## src/rtl/input_v_access_scheduler_if.sv

```systemverilog
// Request/RAM-side bundle of the input-V access scheduler.
// Optional overrun ports appear only when INPUT_V_OVERRUN_CHK_EN is defined.
interface input_v_access_scheduler_if #(
   parameter int ADDR_W = 6
);
   logic              sta_wr;
   logic              sta_rd;
   logic [ADDR_W-1:0] wr_addr;
   logic              wr_en;
   logic [ADDR_W-1:0] rd_addr;
   logic              rd_en;
   logic              mem_ena;
   logic              rd_vld;
   logic [ADDR_W-1:0] rd_idx;
   logic              busy;
   logic              done_wr;
   logic              done_rd;
`ifdef INPUT_V_OVERRUN_CHK_EN
   logic              ovr_err;
   logic [7:0]        ovr_cnt;

   modport master (
      output sta_wr, sta_rd,
      input  wr_addr, wr_en, rd_addr, rd_en, mem_ena, rd_vld, rd_idx,
             busy, done_wr, done_rd, ovr_err, ovr_cnt
   );
   modport slave (
      input  sta_wr, sta_rd,
      output wr_addr, wr_en, rd_addr, rd_en, mem_ena, rd_vld, rd_idx,
             busy, done_wr, done_rd, ovr_err, ovr_cnt
   );
`else
   modport master (
      output sta_wr, sta_rd,
      input  wr_addr, wr_en, rd_addr, rd_en, mem_ena, rd_vld, rd_idx,
             busy, done_wr, done_rd
   );
   modport slave (
      input  sta_wr, sta_rd,
      output wr_addr, wr_en, rd_addr, rd_en, mem_ena, rd_vld, rd_idx,
             busy, done_wr, done_rd
   );
`endif
endinterface

```

## src/rtl/input_v_access_scheduler.sv

```systemverilog
// Input-V RAM access scheduler: arbitrates the meter write burst and the
// exchange read burst on one RAM, one beat every STEP clocks, N_WT beats.
// Optional feature macro: INPUT_V_OVERRUN_CHK_EN (sticky overrun flag and
// saturating counter of dropped same-type requests).
module input_v_access_scheduler #(
   parameter int ADDR_W   = 6,
   parameter int N_WT     = 64,
   parameter int STEP     = 8,
   parameter int RD_LAT   = 2,
   parameter int INI_ADDR = 0
) (
   input  logic                          clk,
   input  logic                          rst,
   input_v_access_scheduler_if.slave     bus
);
   localparam int STEP_W = (STEP > 1) ? $clog2(STEP) : 1;
   localparam logic [ADDR_W-1:0] LAST_BEAT = ADDR_W'(N_WT - 1);
   localparam logic [ADDR_W-1:0] INI      = ADDR_W'(INI_ADDR);
   localparam logic [STEP_W-1:0] STEP_M1  = STEP_W'(STEP - 1);

   typedef enum logic [1:0] {IDLE, WRITE, READ, DRAIN} state_t;

   state_t                     state;
   logic                       wr_en_r, rd_en_r, done_wr_r, done_rd_r;
   logic [ADDR_W-1:0]          wr_addr_r, rd_addr_r;
   logic [ADDR_W-1:0]          beat_cnt;
   logic [STEP_W-1:0]          step_cnt;
   logic                       pend_wr, pend_rd;
   logic [RD_LAT:1]            vld_pipe;
   logic [RD_LAT:1][ADDR_W-1:0] idx_pipe;

   logic last_beat, step_hit, last_vld;
   assign last_beat = (beat_cnt == LAST_BEAT);
   assign step_hit  = (step_cnt == STEP_M1);
   // idx_pipe carries zero when not valid, so the index compare alone is not enough
   assign last_vld  = vld_pipe[RD_LAT] && (idx_pipe[RD_LAT] == LAST_BEAT);

   // Burst sequencer: beat timing, addresses, pending merges and done pulses
   always_ff @(posedge clk or negedge rst) begin
      if (!rst) begin
         state     <= IDLE;
         wr_en_r   <= 1'b0;
         rd_en_r   <= 1'b0;
         done_wr_r <= 1'b0;
         done_rd_r <= 1'b0;
         wr_addr_r <= '0;
         rd_addr_r <= '0;
         beat_cnt  <= '0;
         step_cnt  <= '0;
         pend_wr   <= 1'b0;
         pend_rd   <= 1'b0;
      end else begin
         wr_en_r   <= 1'b0;
         rd_en_r   <= 1'b0;
         done_wr_r <= 1'b0;
         done_rd_r <= 1'b0;
         case (state)
            IDLE: begin
               // write wins a same-clk collision; the read waits as pending
               if (bus.sta_wr || pend_wr) begin
                  state     <= WRITE;
                  wr_en_r   <= 1'b1;
                  wr_addr_r <= INI;
                  beat_cnt  <= '0;
                  step_cnt  <= '0;
                  pend_wr   <= 1'b0;
                  if (bus.sta_rd) pend_rd <= 1'b1;
               end else if (bus.sta_rd || pend_rd) begin
                  state     <= READ;
                  rd_en_r   <= 1'b1;
                  rd_addr_r <= INI;
                  beat_cnt  <= '0;
                  step_cnt  <= '0;
                  pend_rd   <= 1'b0;
               end
            end
            WRITE: begin
               if (bus.sta_rd) pend_rd <= 1'b1;
               if (done_wr_r) begin
                  // a read arriving in the done clk is taken straight away
                  if (pend_rd || bus.sta_rd) begin
                     state     <= READ;
                     rd_en_r   <= 1'b1;
                     rd_addr_r <= INI;
                     beat_cnt  <= '0;
                     step_cnt  <= '0;
                     pend_rd   <= 1'b0;
                  end else begin
                     state <= IDLE;
                  end
               end else if (wr_en_r && last_beat) begin
                  done_wr_r <= 1'b1;
               end else if (step_hit) begin
                  wr_en_r   <= 1'b1;
                  wr_addr_r <= wr_addr_r + ADDR_W'(1);
                  beat_cnt  <= beat_cnt + ADDR_W'(1);
                  step_cnt  <= '0;
               end else begin
                  step_cnt <= step_cnt + STEP_W'(1);
               end
            end
            READ: begin
               if (bus.sta_wr) pend_wr <= 1'b1;
               if (rd_en_r && last_beat) begin
                  state <= DRAIN;
               end else if (step_hit) begin
                  rd_en_r   <= 1'b1;
                  rd_addr_r <= rd_addr_r + ADDR_W'(1);
                  beat_cnt  <= beat_cnt + ADDR_W'(1);
                  step_cnt  <= '0;
               end else begin
                  step_cnt <= step_cnt + STEP_W'(1);
               end
            end
            DRAIN: begin
               if (bus.sta_wr) pend_wr <= 1'b1;
               if (done_rd_r) begin
                  if (pend_wr || bus.sta_wr) begin
                     state     <= WRITE;
                     wr_en_r   <= 1'b1;
                     wr_addr_r <= INI;
                     beat_cnt  <= '0;
                     step_cnt  <= '0;
                     pend_wr   <= 1'b0;
                  end else begin
                     state <= IDLE;
                  end
               end else if (last_vld) begin
                  done_rd_r <= 1'b1;
               end
            end
            default: state <= IDLE;
         endcase
      end
   end

   // Read-latency pipe: q-valid strobe and beat index follow rd_en by RD_LAT clks
   always_ff @(posedge clk or negedge rst) begin
      if (!rst) begin
         vld_pipe <= '0;
         idx_pipe <= '0;
      end else begin
         vld_pipe[1] <= rd_en_r;
         idx_pipe[1] <= rd_en_r ? beat_cnt : '0;
         for (int i = 2; i <= RD_LAT; i++) begin
            vld_pipe[i] <= vld_pipe[i-1];
            idx_pipe[i] <= idx_pipe[i-1];
         end
      end
   end

`ifdef INPUT_V_OVERRUN_CHK_EN
   logic       drop;
   logic       ovr_err_r;
   logic [7:0] ovr_cnt_r;
   assign drop = ((state == WRITE) && bus.sta_wr) ||
                 (((state == READ) || (state == DRAIN)) && bus.sta_rd);

   // Overrun record: sticky flag and saturating count of dropped requests
   always_ff @(posedge clk or negedge rst) begin
      if (!rst) begin
         ovr_err_r <= 1'b0;
         ovr_cnt_r <= '0;
      end else if (drop) begin
         ovr_err_r <= 1'b1;
         if (ovr_cnt_r != 8'hFF) ovr_cnt_r <= ovr_cnt_r + 8'd1;
      end
   end
   assign bus.ovr_err = ovr_err_r;
   assign bus.ovr_cnt = ovr_cnt_r;
`endif

   // In-flight covers every clk from rd_en up to and including its rd_vld
   assign bus.wr_en   = wr_en_r;
   assign bus.wr_addr = wr_addr_r;
   assign bus.rd_en   = rd_en_r;
   assign bus.rd_addr = rd_addr_r;
   assign bus.mem_ena = wr_en_r | rd_en_r | (|vld_pipe);
   assign bus.rd_vld  = vld_pipe[RD_LAT];
   assign bus.rd_idx  = idx_pipe[RD_LAT];
   assign bus.busy    = (state != IDLE);
   assign bus.done_wr = done_wr_r;
   assign bus.done_rd = done_rd_r;
endmodule
```

## src/flat_wrapper.sv

```systemverilog
// flat-port wrapper written by rule: the top's interface ports become plain ports
module input_v_access_scheduler_flat 
#(
   parameter int ADDR_W   = 6,
   parameter int N_WT     = 64,
   parameter int STEP     = 8,
   parameter int RD_LAT   = 2,
   parameter int INI_ADDR = 0
)
  (clk, rst, bus_sta_wr, bus_sta_rd, bus_wr_addr, bus_wr_en, bus_rd_addr, bus_rd_en, bus_mem_ena, bus_rd_vld, bus_rd_idx, bus_busy, bus_done_wr, bus_done_rd);
  input_v_access_scheduler_if #(.ADDR_W(ADDR_W)) bus_i ();
  input  logic clk;
  input  logic rst;
  input wire logic [$bits(bus_i.sta_wr)-1:0] bus_sta_wr;
  input wire logic [$bits(bus_i.sta_rd)-1:0] bus_sta_rd;
  output wire logic [$bits(bus_i.wr_addr)-1:0] bus_wr_addr;
  output wire logic [$bits(bus_i.wr_en)-1:0] bus_wr_en;
  output wire logic [$bits(bus_i.rd_addr)-1:0] bus_rd_addr;
  output wire logic [$bits(bus_i.rd_en)-1:0] bus_rd_en;
  output wire logic [$bits(bus_i.mem_ena)-1:0] bus_mem_ena;
  output wire logic [$bits(bus_i.rd_vld)-1:0] bus_rd_vld;
  output wire logic [$bits(bus_i.rd_idx)-1:0] bus_rd_idx;
  output wire logic [$bits(bus_i.busy)-1:0] bus_busy;
  output wire logic [$bits(bus_i.done_wr)-1:0] bus_done_wr;
  output wire logic [$bits(bus_i.done_rd)-1:0] bus_done_rd;
  assign bus_i.sta_wr = bus_sta_wr;
  assign bus_i.sta_rd = bus_sta_rd;
  assign bus_wr_addr = bus_i.wr_addr;
  assign bus_wr_en = bus_i.wr_en;
  assign bus_rd_addr = bus_i.rd_addr;
  assign bus_rd_en = bus_i.rd_en;
  assign bus_mem_ena = bus_i.mem_ena;
  assign bus_rd_vld = bus_i.rd_vld;
  assign bus_rd_idx = bus_i.rd_idx;
  assign bus_busy = bus_i.busy;
  assign bus_done_wr = bus_i.done_wr;
  assign bus_done_rd = bus_i.done_rd;
  input_v_access_scheduler #(.ADDR_W(ADDR_W), .N_WT(N_WT), .STEP(STEP), .RD_LAT(RD_LAT), .INI_ADDR(INI_ADDR)) u_core (.clk(clk), .rst(rst), .bus(bus_i));
endmodule
```

## config.mk

```make
export PLATFORM = sky130hd
export DESIGN_NAME = input_v_access_scheduler_flat
export DESIGN_NICKNAME = d
export VERILOG_FILES = /design/src/rtl/input_v_access_scheduler_if.sv /design/src/rtl/input_v_access_scheduler.sv /design/src/flat_wrapper.sv
export SDC_FILE = /design/constraint.sdc
export NUM_CORES = 1
export LEC_CHECK = 0
export ABC_CLOCK_PERIOD_IN_PS = 4000
export CORE_MARGIN = 10
export CORE_UTILIZATION = 57
export CTS_CLUSTER_SIZE = 30
export DETAILED_ROUTE_END_ITERATION = 6
export PLACE_DENSITY_LB_ADDON = 0.3
export SLEW_MARGIN = 10
export SYNTH_ARGS = -nofsm -noshare
export SYNTH_HDL_FRONTEND = slang
export SYNTH_SLANG_ARGS = --single-unit
```

## constraint.sdc

```tcl
create_clock -name clk -period 4 [get_ports clk]
set_clock_uncertainty 0.15 [all_clocks]
set_input_delay 0.6 -clock clk [delete_from_list [all_inputs] [get_ports clk]]
set_output_delay 0.6 -clock clk [all_outputs]
set_load 0.02 [all_outputs]
```

# Word level (Yosys, flattened, before mapping)
# Cells that the tools add are included.
# word_totals
word_cells,124
regBits,43
output_inout_bits,25
# classes
n_reduce_logical,18
n_eq_ne,19
n_addsub,4
bitwise_logic,2
muxes,67
# ops
op,count
$mux 6,19
$pmux 6 s3,2
$mux 1,25
$mux 3,8
$pmux 6 s4,1
$add 6x1->6 const B,3
$ne 2x1->1 const B,7
$eq 6x6->1 const B,2
$mux 2,6
$pmux 3 s4,1
$reduce_and 5->1,2
$pmux 1 s3,3
$reduce_bool 3->1,3
$ne 2x2->1 const B,4
$pmux 2 s4,1
$reduce_and 4->1,2
$eq 2x2->1 const B,2
$reduce_and 2->1,2
$reduce_bool 2->1,2
$add 3x1->3 const B,1
$eq 3x3->1 const B,1
$logic_and 1x1->1,3
$ne 3x1->1 const B,1
$ne 3x2->1 const B,1
other kinds (6),8

# Depth between registers and ports, before layout
# logic_depth
ltp_word,5
ltp_mapped,8
depth_no_buf,7

# Worst setup path before layout
# OpenSTA, ideal clock, no wires.
# synth_timing
kind,reg2reg
startpoint,register u_core.beat_cnt[0]
endpoint,register u_core.beat_cnt[5]
required_time_ps,3726
path_buffers,0
arrival_ps,1627
synth_period_minus_slack_ps,1901
stages_incl_launch_ff,7
setup_slack_ps,2099
path_cell_list,dfrtp_1 ha_1 nand4_2 nor3_1 a211oi_4 nand2_4 a211o_1
# synth_via
elab_chain_cells,5
# synth_lines
item,line_no,text
start: declaration,input_v_access_scheduler.sv:26,logic [ADDR_W-1:0] beat_cnt;
start signal: assignment,input_v_access_scheduler.sv:96,beat_cnt <= beat_cnt + ADDR_W'(1);
start signal: assignment,input_v_access_scheduler.sv:109,beat_cnt <= beat_cnt + ADDR_W'(1);
$add 6x1->6,"input_v_access_scheduler.sv:96, input_v_access_scheduler.sv:109",
$mux 6,"input_v_access_scheduler.sv:93, input_v_access_scheduler.sv:106",
$mux 6,input_v_access_scheduler.sv:91,end else if (wr_en_r && last_beat) begin
$mux 6,input_v_access_scheduler.sv:79,if (done_wr_r) begin
$pmux 6 s4,input_v_access_scheduler.sv:57,case (state)
# Parallel ways exist; a longest one is shown, timed or not. The select of a mux whose other input is x is not followed.
# A chain may end at the register's enable or synchronous reset.

# Worst setup path after layout
# layout_timing
startpoint,register u_core.state[0]
endpoint,output bus_busy
# layout_via
elab_chain_cells,1
# layout_lines
item,line_no,text
start: declaration,input_v_access_scheduler.sv:23,state_t state;
start signal: assignment,input_v_access_scheduler.sv:41,state <= IDLE;
start signal: assignment,input_v_access_scheduler.sv:61,state <= WRITE;
start signal: assignment,input_v_access_scheduler.sv:69,state <= READ;
$reduce_bool 2->1,input_v_access_scheduler.sv:181,assign bus.busy = (state != IDLE);
end: declaration,flat_wrapper.sv:23,output wire logic [$bits(bus_i.busy)-1:0] bus_busy;
# Every way passes these cells.

==> impl_metrics.tcl <==
set metrics [dict create \
    setup-tns-final_ns 0 \
    drtIter0Drc 132 \
    rsz0062_at_grt "no" \
    hpwl_um 3120 \
    cts-root-buf "clkbuf_4" \
    clock_latency_ns 0.36 \
    track_usage_pct 14.5 \
    n_antenna_cell 0 \
    worstMarginPinSlew_ns 0.934 \
    yosysSeqAreaShare_pct 53.8 \
    synth_cells 188 \
    via_per_inst 5.85 \
    regArea_mm2 0.00108 \
    async_flop_share_pct 100 \
    num_rows 21 \
    clk_path_buf_depth 2 \
    ys_ff_latch 43 \
    syn_avg_cell_area_um2 10.6 \
    worst_ep_arrival_time_ns 1.98 \
    crit_type "reg -> out" \
    maxSlewHeadroom_pct 37.7 \
    layout-drive-gt1-share_pct 8.41 \
    die_w_um 79.2 \
    routedWlPerCell_um 16.6 \
    fp.coreArea_mm2 0.00336 \
    fin_util_pct 69.9 \
    holdBufCountCts 0 \
    synth_nets 197 \
    fin_area_mm2 0.00235 \
    post-place-ws_ns 1.44 \
    die_area_mm2 0.00628 \
    cts_tree "done" \
    placed_area_mm2 0.00227 \
    cts-buffers-inserted 5 \
    cts_setup_buffers 0 \
    hold_viol 0 \
    wl_met2_um 2120 \
    wl_met1_um 1820 \
    critPathCaptureType "output pin" \
    fillCellCount 281 \
    power.density_mw_per_mm2 321 \
    synth_area_mm2 0.00200 \
    routed_wl_um 4320 \
    start_kind "flip-flop" \
    multi_input_area_um2 842 \
    fin_crit_sh_pct 68.3 \
    synth.cells.most_frequent "dfrtp_1 (43), nand2_1 (17), nor2_1 (15)" \
    layout-area-overhead-vs-synth_pct 17.5 \
    synthMostInstantiatedCell "dfrtp_1" \
    routed.top_layer "met4" \
    drtPass1Iterations 4 \
    yosys.cell_types.count 45 \
    synth_flop_cell "dfrtp_1" \
    io_buffers 28 \
    postLayoutSetupSlackWorst_ns 1.27 \
    synth-edff-count 0 \
    grt_pass1_wl_um 7330 \
    wl_met3_um 319 \
    hold_path.class "in -> async" \
    start_util_pct 59.5 \
    globalplace.congestion 0.863 \
    peakVddDrop_v 0.000277 \
    die_h_um 79.2 \
    synthTopCellsByArea "dfrtp_1 (54%), nand2_1 (3.2%), ha_1 (3.1%)" \
    clock.fmax_mhz 366 \
    cts_resized 0 \
    hold_slack_ns 0.211 \
    maxCapViolCount 0 \
    antenna_found_initial 0 \
    drcViolationCount 0 \
    htreeDepth 2 \
    setup_viol 0 \
    cts.clk_slew.worst_paths_ns 0.13 \
    grt_pass1_vias 1434 \
    synth_top_area_share_pct 53.8 \
    ant_nets 0 \
    boundaryPins 29 \
    fin_crit_ns 2.73 \
    status "finished, final reports clean" \
    grt_max_degree 44 \
    vias 1522 \
    required_ns 3.25 \
    gr-total-overflow 0 \
    yosys_warnings 0 \
    p_leak_nw 1.06 \
    slew_violations 0 \
    fin_nets 222 \
    cts_sinks 43 \
    cp_max_fo 16 \
    yosysTopAreaCell "dfrtp_1" \
]
## kinds of logic after synthesis
logic type                 count (synthesis)  synth area share (%)
AOI/OAI and AO/OA                         41                  14.4
xor gates and xnor gates                   6                  2.63
adders and majority gates                  5                  3.13
buffers and inverters                     15                  4.13
DFF                                       43                  53.8
muxes                                      2                  1.06
and+or+nand+nor                           76                  20.9
## registers in the layout, summed over array words and instances, names as in the netlist
signal	flops
u_core.bus.wr_en	1
u_core.beat_cnt	6
u_core.state	2
u_core.bus.done_wr	1
u_core.bus.rd_idx	6
u_core.vld_pipe	2
u_core.bus.wr_addr	6
u_core.bus.done_rd	1
u_core.bus.rd_addr	6
u_core.idx_pipe	6
u_core.pend_wr	1
u_core.pend_rd	1
u_core.step_cnt	3
u_core.bus.rd_en	1
## worst max-delay path, stage by stage (launching register included)
cell and delay, ns:
dfrtp_1 0.67, nor2_1 0.19, inv_1 0.13, clkdlybuf4s50_1 0.63
## per-stage QoR
step	total power, W	std cells
after global routing	0.000785	260
after detailed placement	0.000488	252
final	0.000755	260
after CTS	0.000762	260
after floorplan	0.000465	188
after global placement	0.000486	252
## worst paths after layout
path	start	cells past startpoint	end	slack (ns)
max in group asynchronous	rst	1	u_core.bus.rd_addr[5]$_DFFE_PN0P_	2.92
hold / removal	rst	1	u_core.bus.done_wr$_DFF_PN0_	0.21
min in group clk	u_core.idx_pipe[1]$_DFF_PN0_	0	u_core.bus.rd_idx[1]$_DFF_PN0_	0.21
setup / recovery	u_core.state[0]$_DFFE_PN0P_	3	bus_busy	1.27
hold reg to reg	u_core.idx_pipe[1]$_DFF_PN0_	0	u_core.bus.rd_idx[1]$_DFF_PN0_	0.21
setup reg to reg	u_core.beat_cnt[0]$_DFFE_PN0P_	6	u_core.bus.wr_addr[5]$_DFFE_PN0P_	1.76
## area by class of cell
| cell class | count | share of cell area, % |
|---|---|---|
| flip-flops and latches | 43 | 45.8 |
| multi-input cells | 130 | 35.8 |
| repair buffers | 28 | 11.7 |
| well taps | 46 | 2.45 |
| clock inverters | 3 | 1.86 |
| clock buffers | 5 | 1.60 |
| inverters | 5 | 0.798 |
## per-layer routing
metal / up-vias / track usage [%]
met3: 5 / 5.97
met5: - / 0
met2: 38 / 22.5
met4: 0 / 5.02
li1: 718 / -
met1: 761 / 17.8
## placed cells by master, fill, tap and decap left out, types with 2 or more instances in the layout
master	count
a21oi_1	8
a31oi_1	3
a32o_1	3
and2_1	5
and3_1	4
and4_1	2
clkbuf_4	5
clkdlybuf4s50_1	27
dfrtp_1	43
ha_1	5
inv_1	5
nand2_1	17
nand2b_1	2
nand3_1	5
nand4_1	5
nor2_1	15
nor2b_1	5
nor3_1	3
nor3_2	2
nor4_1	2
o211ai_1	3
o21ai_0	10
o22ai_1	3
o2bb2ai_1	2
or3_1	3
xor2_1	5
## where the power goes
part           total (W)  switching [W]  internal [W]
combinational  0.0000329      0.0000199     0.0000130
sequential      0.000446     0.00000672      0.000440
clock           0.000275       0.000144      0.000131
Note: power is estimated with default switching activity, not from simulation.
